$ cat config.mk
export PLATFORM = sky130hd
export DESIGN_NAME = bus_arbiter
export DESIGN_NICKNAME = d
export VERILOG_FILES = /design/src/rtl/bus_arbiter.sv
export SDC_FILE = /design/constraint.sdc
export NUM_CORES = 1
export LEC_CHECK = 0
export BUFFER_PORTS_ARGS = -buffer_cell sky130_fd_sc_hd__buf_4
export CORE_AREA = 5 5 198 200
export DETAILED_ROUTE_END_ITERATION = 8
export DIE_AREA = 0 0 203 205
export PLACE_DENSITY_LB_ADDON = 0.08
export RECOVER_POWER = 50
export SLEW_MARGIN = 30
export SYNTH_ARGS = -nofsm -noshare
export SYNTH_HDL_FRONTEND = slang
export SYNTH_SLANG_ARGS = --single-unit
export TNS_END_PERCENT = 20
$ cat constraint.sdc
create_clock -name clk -period 2.2 [get_ports clk]
set_clock_uncertainty 0.2 [all_clocks]
set_input_delay 0.44 -clock clk [delete_from_list [all_inputs] [get_ports clk]]
set_output_delay 0.44 -clock clk [all_outputs]
set_load 0.005 [all_outputs]
$ cat src/rtl/bus_arbiter.sv
// Arbitrates ibus and dbus onto a single-outstanding cbus, holding the grant from issue to data return.
// Define BUS_ARBITER_RR_EN for round-robin tie-breaking; otherwise dbus wins every tie.
module bus_arbiter #(
  parameter int ADDR_W = 64,
  parameter int DATA_W = 64
) (
  input  logic              clk,
  input  logic              reset,
  // instruction bus
  input  logic              i_valid,
  input  logic [ADDR_W-1:0] i_addr,
  output logic              i_addr_ok,
  output logic              i_data_ok,
  output logic [31:0]       i_data,
  // data bus
  input  logic              d_valid,
  input  logic [ADDR_W-1:0] d_addr,
  input  logic [2:0]        d_size,
  input  logic [7:0]        d_strobe,
  input  logic [DATA_W-1:0] d_wdata,
  output logic              d_addr_ok,
  output logic              d_data_ok,
  output logic [DATA_W-1:0] d_rdata,
  // shared memory bus
  output logic              c_valid,
  output logic              c_is_write,
  output logic [ADDR_W-1:0] c_addr,
  output logic [2:0]        c_size,
  output logic [7:0]        c_strobe,
  output logic [DATA_W-1:0] c_wdata,
  input  logic              c_ready,
  input  logic              c_rvalid,
  input  logic [DATA_W-1:0] c_rdata,
  output logic              c_owner
);

  typedef enum logic [1:0] {
    ST_IDLE = 2'd0,
    ST_REQ  = 2'd1,
    ST_WAIT = 2'd2
  } state_e;

  localparam logic OWNER_I = 1'b0;
  localparam logic OWNER_D = 1'b1;

  state_e state_q, state_d;
  logic   owner_q, owner_d;
  logic   winner;
  logic   addr_ok_pulse;
  logic   data_ok_pulse;

`ifdef BUS_ARBITER_RR_EN
  // Remembers who completed last so a tie goes to the other requester.
  logic last_q, last_d;

  always_comb begin
    winner = OWNER_I;
    if (i_valid && d_valid) winner = ~last_q;
    else if (d_valid)       winner = OWNER_D;
  end

  always_comb begin
    last_d = last_q;
    if (data_ok_pulse) last_d = owner_q;
  end

  always_ff @(posedge clk or negedge reset) begin
    if (!reset) last_q <= OWNER_I;
    else        last_q <= last_d;
  end
`else
  always_comb begin
    winner = d_valid ? OWNER_D : OWNER_I;
  end
`endif

  // NOTE: every signal driven here gets a default first, so no path can infer a latch.
  always_comb begin
    state_d       = state_q;
    owner_d       = owner_q;
    c_valid       = 1'b0;
    addr_ok_pulse = 1'b0;
    data_ok_pulse = 1'b0;
    unique case (state_q)
      ST_IDLE: begin
        if (i_valid || d_valid) begin
          owner_d = winner;
          state_d = ST_REQ;
        end
      end
      ST_REQ: begin
        c_valid = 1'b1;
        if (c_ready) begin
          addr_ok_pulse = 1'b1;
          if (c_rvalid) begin
            data_ok_pulse = 1'b1;
            state_d       = ST_IDLE;
          end else begin
            state_d = ST_WAIT;
          end
        end
      end
      ST_WAIT: begin
        if (c_rvalid) begin
          data_ok_pulse = 1'b1;
          state_d       = ST_IDLE;
        end
      end
      default: state_d = ST_IDLE;
    endcase
  end

  // NOTE: state registers use non-blocking assignments and reset asynchronously on reset low.
  always_ff @(posedge clk or negedge reset) begin
    if (!reset) begin
      state_q <= ST_IDLE;
      owner_q <= OWNER_I;
    end else begin
      state_q <= state_d;
      owner_q <= owner_d;
    end
  end

  // Request fields are only presented while the request is on the bus; zero otherwise.
  always_comb begin
    c_addr   = '0;
    c_size   = 3'd0;
    c_strobe = 8'd0;
    c_wdata  = '0;
    if (state_q == ST_REQ) begin
      if (owner_q == OWNER_D) begin
        c_addr   = d_addr;
        c_size   = d_size;
        c_strobe = d_strobe;
        c_wdata  = d_wdata;
      end else begin
        c_addr   = i_addr;
        c_size   = 3'd2;
      end
    end
  end

  assign c_is_write = |c_strobe;
  assign c_owner    = owner_q;

  assign i_addr_ok = addr_ok_pulse && (owner_q == OWNER_I);
  assign d_addr_ok = addr_ok_pulse && (owner_q == OWNER_D);
  assign i_data_ok = data_ok_pulse && (owner_q == OWNER_I);
  assign d_data_ok = data_ok_pulse && (owner_q == OWNER_D);

  // Read data flows straight through; it is forced low only while in reset.
  assign i_data  = reset ? c_rdata[31:0] : 32'd0;
  assign d_rdata = reset ? c_rdata       : '0;

endmodule
==> impl_metrics.tcl, run 1 <==
set metrics [dict create \
    path_clk_slew_ps 30 \
    placed_cells 1303 \
    leakage_nw 4.022 \
    grt_antenna_before_repair 0 \
    ys_warn_count 0 \
    rsz0062_at_grt "true" \
    dpl_cell_area_um2 6863 \
    wire_per_inst_um 16.05 \
    cts_tree "built" \
    ys.flop_type "dfrtp_1" \
    ios 515 \
    start_kind "flip-flop" \
    post-synth-top-area-cell "mux2i_1" \
    first_pass_iters 4 \
    final_nets 1116 \
    grt-ovfl-total 0 \
    synth_commonest_cells "and3_1 (75), and2_1 (64), mux2i_1 (64), nor2b_1 (64), buf_4 (40)" \
    hpwlAfterDp_mm 18.12 \
    slew_violations 0 \
    cts_max_path_buffers 2 \
    final_cell_count_no_fill 1313 \
    syn_nets 643 \
    outcome "finished clean" \
    fp-row-count 71 \
    fin_area_um2 7027 \
    synthMuxAreaShare_pct 24.98 \
    synth_compound_area_share_pct 1.294 \
    period_needed_ps 2149 \
    worstMarginPinSlew_ps 279.0 \
    antenna_left 0 \
    worstSetupStartpoint "c_owner" \
    yosys.area.top_type_share_pct 24.54 \
    yosysMostFrequentCell "and3_1" \
    timing_worst_setup_path_type "flip-flop to primary output" \
    synthXorXnorAreaFrac_pct 0 \
    drtIter0Drc 109 \
    setup_viol 0 \
    synth.avg_cell_area_um2 7.112 \
    vias 4289 \
    diodes 0 \
    synth_async_sr_flop_share_pct 100.0 \
    synth_area_leaders "mux2i_1 (25%), and3_1 (18%), and2_1 (15%)" \
    synth_cells 367 \
    area_growth_pct 169.2 \
    root_buffer "clkbuf_16" \
    cts_made_buffers 3 \
    drt-total-wl_mm 21.07 \
    fmax_mhz 465.3 \
    cp_data_required_time_ps 1560 \
    drive_above_1_share_pct 66.51 \
    ys_seq_area_share_pct 2.876 \
    start_util_pct 7.012 \
    gp_congestion 0.7246 \
    coreArea_um2 37220 \
    clk_latency_ps 220 \
    p_per_area_nw_per_um2 775.1 \
    total_power_mw 5.447 \
    hold_viol_final 0 \
    synth.distinct_cells 27 \
    viasPerCell 3.267 \
    synth-seq-cells 3 \
    die_w_um 203 \
    cts.sinks 3 \
    synth_edf_count 0 \
    grt_pass1_wl_mm 28.74 \
    critPathMaxFanout 30 \
    grt_pass1_vias 4590 \
    synth_adder_area_share_pct 1.438 \
    ir_drop_mv 0.2835 \
    drv_cap 0 \
    port-buffer-count 514 \
    drc 0 \
    timing.rr.start "state_q[0]" \
    synth_area_um2 2610 \
    die-area_um2 41620 \
    post-route-period-util_pct 97.69 \
    cts_htree_levels 1 \
    grt_use_total_pct 8.982 \
    hold_class "input pin to async pin" \
    cts_hold_buf 0 \
    end_kind "primary output" \
    grt_max_degree 48 \
    dieHeight_um 205 \
    slew_headroom_pct 80.87 \
    synthSimpleGateAreaFrac_pct 52.21 \
    synth_top_family_by_area "simple AND/OR/NAND/NOR gates" \
    worstPathArrival_ps 1510 \
]
[flip-flops by register name (all words and copies together), names as in the netlist]
register  flops
state_q       2
c_owner       1
[layout by cell type, fill, tap and decap left out, types with 3 or more instances in the layout]
cell type,count
mux2i_1,64
buf_12,7
nor2b_2,12
clkbuf_1,5
clkbuf_16,3
buf_4,522
clkbuf_4,3
and2_1,64
nand2_1,4
and3_1,74
nor2b_1,51
[critical path: stages (launching register included)]
cell and delay, ps:
dfrtp_4 550, buf_12 190, buf_4 190, and3_1 200, buf_4 140
[path summary, 6_finish.rpt]
kind	cells after the start	slack, ps	to
max reg2reg	5	280	state_q[0]
max in group asynchronous	2	1570	c_owner
min reg2reg	1	380	state_q[0]
min in group clk	3	300	state_q[1]
min	2	80	state_q[1]
max	4	50	c_wdata[28]
[logic make-up (layout without fill, tap and decap cells)]
group	after synthesis	count (layout)
AO/OA/AOI/OAI	5	5
adder cells (fa/ha/maj)	3	3
multiplexers	65	65
buffers and inverters	73	545
AND/OR/NAND/NOR	218	218
flip-flops	3	3
[layer usage]
metal	track usage (%)	vias up	wire length, µm
li1	-	2137	-
met1	8.722	1877	6829
met2	18.60	268	12020
met3	3.245	7	2128
met4	0.8002	0	94
met5	0	-	0
[power breakdown]
part | internal [mW] | total (mW) | switching [mW] | leakage [nW]
combinational | 2.85 | 5.02 | 2.16 | 3.95
sequential | 0.0876 | 0.144 | 0.0565 | 0.0358
clock | 0.239 | 0.286 | 0.0475 | 0.0382
[final cells by class]
| cell class | count | area [µm²] |
|---|---|---|
| clock buffers | 4 | 78.83 |
| fillers | 4278 | 30200 |
| inverters | 3 | 11.26 |
| multi-input cells | 291 | 2146 |
| flip-flops and latches | 3 | 78.83 |
| well taps | 474 | 593.1 |
| repair buffers | 538 | 4119 |
[what timing repair did]
item	4_1_cts	5_1_grt
resized for setup	1	19
pin swaps	1	0
setup buffers	4	2
endpoints found under the setup margin	32	51
gates cloned	1	0
[metrics by stage]
stage	TNS, ps	worst slack, ps	utilization, %	hold WS, ps
floorplan	0	331.7	-	-55.59
global placement	0	198.1	18.44	334.0
detailed placement	0	168.5	18.44	327.8
CTS	0	10.80	18.85	101.2
global route	-4.599	-4.266	18.88	128.5
finish	0	50.74	18.88	83.79
Note: power is estimated with default switching activity, not from simulation.
==> inputs of run 2 (changes only) <==
--- a/config.mk
+++ b/config.mk
@@ -9,6 +9,7 @@
 export CORE_AREA = 5 5 198 200
 export DETAILED_ROUTE_END_ITERATION = 8
 export DIE_AREA = 0 0 203 205
+export GPL_TIMING_DRIVEN = 0
 export PLACE_DENSITY_LB_ADDON = 0.08
 export RECOVER_POWER = 50
 export SLEW_MARGIN = 30
==> constraint.sdc (replaced) <==
create_clock -name clk -period 2.2 [get_ports clk]
set_clock_uncertainty 0.2 [all_clocks]
set_input_delay 0.44 -clock clk [delete_from_list [all_inputs] [get_ports clk]]
set_output_delay 0.44 -clock clk [all_outputs]
set_load 0.01 [all_outputs]
==> impl_metrics.tcl, run 2 (synthesized netlist as in run 1, its figures left out) <==
set metrics [dict create \
    total_power_mw 6.642 \
    final_nets 1171 \
    end_kind "primary output" \
    critPathMaxFanout 10 \
    grtUsageMet2_pct 19.69 \
    timing_worst_setup_path_type "flip-flop to primary output" \
    drv_cap 0 \
    first_pass_iters 4 \
    final_cell_mix "buf_4 (539), and3_1 (70), mux2i_1 (64), and2_1 (60), nor2b_1 (54)" \
    timing.rr.end "state_q[0]" \
    final_common_cell "buf_4" \
    cts_max_path_buffers 2 \
    critPathBufInv 5 \
    start_util_pct 7.012 \
    hold_viol_final 0 \
    cts_made_buffers 3 \
    hold_depth 2 \
    cts.sinks 3 \
    coreArea_um2 37220 \
    grt_pass1_wl_mm 30.19 \
    timing.rr.start "state_q[1]" \
    viasPerCell 3.253 \
    placed_cells 1355 \
    drt-total-wl_mm 22.23 \
    grt-ovfl-total 0 \
    hold_path_end "c_owner" \
    reg2reg_slack_ps 240 \
    gp_congestion 0.6962 \
    die-area_um2 41620 \
    grt_use_total_pct 9.463 \
    hold_start "d_valid" \
    wire_per_inst_um 16.25 \
    cts_tree "built" \
    critPathSlowestCell "dfrtp_1" \
    area_growth_pct 190.9 \
    start_kind "flip-flop" \
    cts_htree_levels 1 \
    die_w_um 203 \
    hold_ws_ps 279.2 \
    grt_antenna_before_repair 0 \
    rsz0062_at_grt "true" \
    hpwlAfterDp_mm 19.36 \
    path_clk_slew_ps 30 \
    largest_reg_flops 2 \
    post-route-period-util_pct 102.0 \
    worstPathArrival_ps 1600 \
    violations "setup timing" \
    setup_slack_ps -44.92 \
    max_flop_register "state_q" \
    grtUsageMet3_pct 2.770 \
    root_buffer "clkbuf_16" \
    drive_above_1_share_pct 68.57 \
    crit_chain "inv_2, ha_4, buf_12, clkbuf_16, buf_8, and3_4, buf_6" \
    fp-row-count 71 \
    outcome "finished with violations" \
    slew_headroom_pct 69.30 \
    leakage_nw 4.321 \
    grt.busiest_layer "met2" \
    setup_viol 77 \
    antenna_left 0 \
    critPathTopFamily "buffers and inverters" \
    drtIter0Drc 92 \
    dieHeight_um 205 \
    port-buffer-count 514 \
    grt_use_met1_pct 9.683 \
    worstMarginPinSlew_ps 456.6 \
    fmax_mhz 445.5 \
    hold_class "input pin to flip-flop" \
    period_needed_ps 2245 \
    ir_drop_mv 0.4132 \
    setup_tns_ps -1414 \
    ios 515 \
    final_util_pct 20.40 \
    slew_violations 0 \
    final_cell_count_no_fill 1368 \
    cp_data_required_time_ps 1560 \
    vias 4450 \
    max_stage_delay_ps 390 \
    p_per_area_nw_per_um2 874.8 \
    grt_max_degree 12 \
    clk_latency_ps 230 \
    r2r_cells 7 \
    drc 0 \
    diodes 0 \
    grt_pass1_vias 4666 \
]
run 2: changes by cell type in the layout (fill, tap and decap cells not counted), moves of 6 or more:
cell,change
buf_4,+17
buf_6,+16
buf_8,+7
clkbuf_2,+6
run 2: routing by layer:
| metal | share of wire, % | vias up | routed length (µm) |
|---|---|---|---|
| met2 | 58 | 261 | 12800 |
| li1 | - | 2259 | - |
| met5 | 0 | - | 0 |
| met3 | 8.7 | 0 | 1928 |
| met4 | 0 | 0 | 0 |
| met1 | 34 | 1930 | 7500 |
run 2: stage by stage:
stage,setup WS [ps],area [µm²]
3_3_place_gp,-399.5,7062
6_report,-44.92,7592
2_1_floorplan,180.8,2610
4_1_cts,-94.55,7366
3_5_place_dp,-461.3,7062
5_1_grt,-121.7,7592
run 2: where the power goes:
part / switching, mW / internal [mW]
logic: 2.83 / 3.41
clock network: 0.0518 / 0.239
registers: 0.0286 / 0.0810
run 2: layout make-up:
| type | count | area [µm²] |
|---|---|---|
| tap | 474 | 593.1 |
| clock buffer | 4 | 78.83 |
| sequential | 3 | 75.07 |
| timing repair buffer | 523 | 4011 |
| inverter | 3 | 11.26 |
| fill | 4214 | 29630 |
| buffer | 70 | 629.4 |
| multi-input combinational | 291 | 2193 |
run 2: how the worst max path moves through the flow:
stage | start | endpoint | depth (start not counted)
final | state_q[1] | c_wdata[38] | 7
after global routing | state_q[1] | c_addr[2] | 7
after CTS | state_q[1] | c_wdata[48] | 7
after detailed placement | state_q[1] | c_addr[2] | 7
after global placement | state_q[1] | c_addr[2] | 7
after floorplan | state_q[1] | d_data_ok | 6
run 2: what timing repair did:
action                                  CTS  global route
buffers inserted                          1             4
endpoints found under the hold margin     3             0
gates resized for setup                  56            45
gates cloned                              1             2
endpoints found under the setup margin  144           140
hold buffers                              1             0
pin swaps                                 1             1
==> inputs of run 3 (changes only) <==
--- a/config.mk
+++ b/config.mk
@@ -6,12 +6,12 @@
 export NUM_CORES = 1
 export LEC_CHECK = 0
 export BUFFER_PORTS_ARGS = -buffer_cell sky130_fd_sc_hd__buf_4
-export CORE_AREA = 5 5 198 200
+export CELL_PAD_IN_SITES_DETAIL_PLACEMENT = 1
+export CELL_PAD_IN_SITES_GLOBAL_PLACEMENT = 1
+export CORE_AREA = 5 5 196 198
 export DETAILED_ROUTE_END_ITERATION = 8
-export DIE_AREA = 0 0 203 205
-export GPL_TIMING_DRIVEN = 0
+export DIE_AREA = 0 0 201 203
 export PLACE_DENSITY_LB_ADDON = 0.08
-export RECOVER_POWER = 50
 export SLEW_MARGIN = 30
 export SYNTH_ARGS = -nofsm -noshare
 export SYNTH_HDL_FRONTEND = slang
==> impl_metrics.tcl, run 3 (synthesized netlist as in run 1, its figures left out) <==
set metrics [dict create \
    outcome "finished clean" \
    fmax_mhz 465.4 \
    cts_max_path_buffers 2 \
    slew_violations 0 \
    hold_viol_final 0 \
    p_int_mw 3.561 \
    first_pass_iters 4 \
    final_cell_count_no_fill 1315 \
    path_clk_slew_ps 30 \
    timing_worst_setup_path_type "flip-flop to primary output" \
    die_w_um 201 \
    drive_above_1_share_pct 66.23 \
    grt_pass1_vias 4898 \
    start_util_pct 7.181 \
    p_clk_share_pct 4.5 \
    final_cell_mix "buf_4 (527), and3_1 (75), and2_1 (64), mux2i_1 (61), nor2b_1 (61)" \
    final_nets 1124 \
    cts_tree "built" \
    die-area_um2 40800 \
    grt_use_total_pct 10.48 \
    viasPerCell 3.394 \
    root_buffer "clkbuf_16" \
    ir_drop_mv 0.2399 \
    vias 4463 \
    setup_viol 0 \
    area_growth_pct 175.7 \
    total_power_mw 6.386 \
    drv_cap 0 \
    clk_latency_ps 220 \
    final_common_cell "buf_4" \
    rsz0062_at_grt "true" \
    post-route-period-util_pct 97.68 \
    cts.sinks 3 \
    gp_congestion 0.7338 \
    grt_max_degree 66 \
    worstMarginPinSlew_ps 262.3 \
    end_kind "primary output" \
    placed_cells 1295 \
    worstSetupStartpoint "c_owner" \
    worstPathArrival_ps 1510 \
    drtIter0Drc 119 \
    antenna_left 0 \
    start_kind "flip-flop" \
    grt-ovfl-total 0 \
    cp_data_required_time_ps 1560 \
    cts_htree_levels 1 \
    drt-total-wl_mm 24.20 \
    largest_reg_flops 2 \
    hpwlAfterDp_mm 20.30 \
    timing.rr.start "state_q[1]" \
    p_per_area_nw_per_um2 887.3 \
    drc 0 \
    diodes 0 \
    pwr-share-comb_pct 93.3 \
    slew_headroom_pct 82.01 \
    power.switching_mw 2.825 \
    swShare_pct 44.24 \
    ios 515 \
    dieHeight_um 203 \
    leakage_nw 4.111 \
    critPathMaxFanout 13 \
    fp-row-count 70 \
    grt_antenna_before_repair 0 \
    grt_pass1_wl_mm 32.74 \
    max_flop_register "state_q" \
    period_needed_ps 2149 \
    port-buffer-count 514 \
    power_frac_seq_pct 2.3 \
    hold_class "input pin to async pin" \
    wire_per_inst_um 18.40 \
    coreArea_um2 36350 \
    cts_made_buffers 3 \
]
==> run 3: cell count changes in the layout (fill, tap and decap cells not counted), sizes merged <==
cell	delta
buf	-28
clkbuf	-18
dlygate4sd3	-1
==> run 3: through the flow <==
stage	area [µm²]	util, %	worst slack [ps]	TNS (ps)	hold slack, ps
finish	7197	19.80	51.14	0	191.7
global route	7197	19.80	-31.95	-528.8	246.5
CTS	6983	19.21	-22.53	-57.32	219.8
detailed placement	6840	18.82	138.2	0	348.8
global placement	6840	18.82	152.9	0	347.5
floorplan	2610	-	180.8	0	-55.59
==> run 3: power groups by stage <==
stage | Clock, mW | Sequential (mW) | Combinational (mW)
finish | 0.285 | 0.145 | 5.96
global route | 0.300 | 0.155 | 6.47
CTS | 0.289 | 0.138 | 5.66
detailed placement | 0 | 0.139 | 5.50
global placement | 0 | 0.139 | 5.58
floorplan | 0 | 0.0995 | 2.70
==> run 3: layout make-up <==
cell class / count / area [µm²]
flip-flops and latches: 3 / 78.83
clock buffers: 4 / 78.83
fillers: 4390 / 29150
well taps: 468 / 585.6
multi-input cells: 291 / 2117
inverters: 3 / 11.26
repair buffers: 546 / 4325
==> run 3: path summary, 6_finish.rpt <==
kind	slack, ps	end	cells after the start
max	50	c_addr[17]	5
min	190	c_owner	3
max reg2reg	390	state_q[0]	6
min reg2reg	360	state_q[1]	2
max in group asynchronous	1500	c_owner	3
min in group clk	270	c_owner	2
==> run 3: routing by layer <==
metal	vias up	global-route usage [%]	part of all wire, %
met5	-	0	0
met4	0	1.327	0.62
met3	6	4.296	9.3
met2	263	21.46	57
met1	2034	9.901	33
li1	2160	-	-
==> run 3: what timing repair did <==
item,in CTS,in global routing
resized for setup,3,11
hold buffers,0,0
setup buffers,4,7
endpoints found under the hold margin,0,0
cloned,0,5
endpoints found under the setup margin,132,119
==> run 3: critical path: stages (launching register included) <==
cell	delay (ps)
dfrtp_4	540
buf_4	180
clkbuf_16	180
mux2i_1	120
nor2b_1	120
buf_4	130
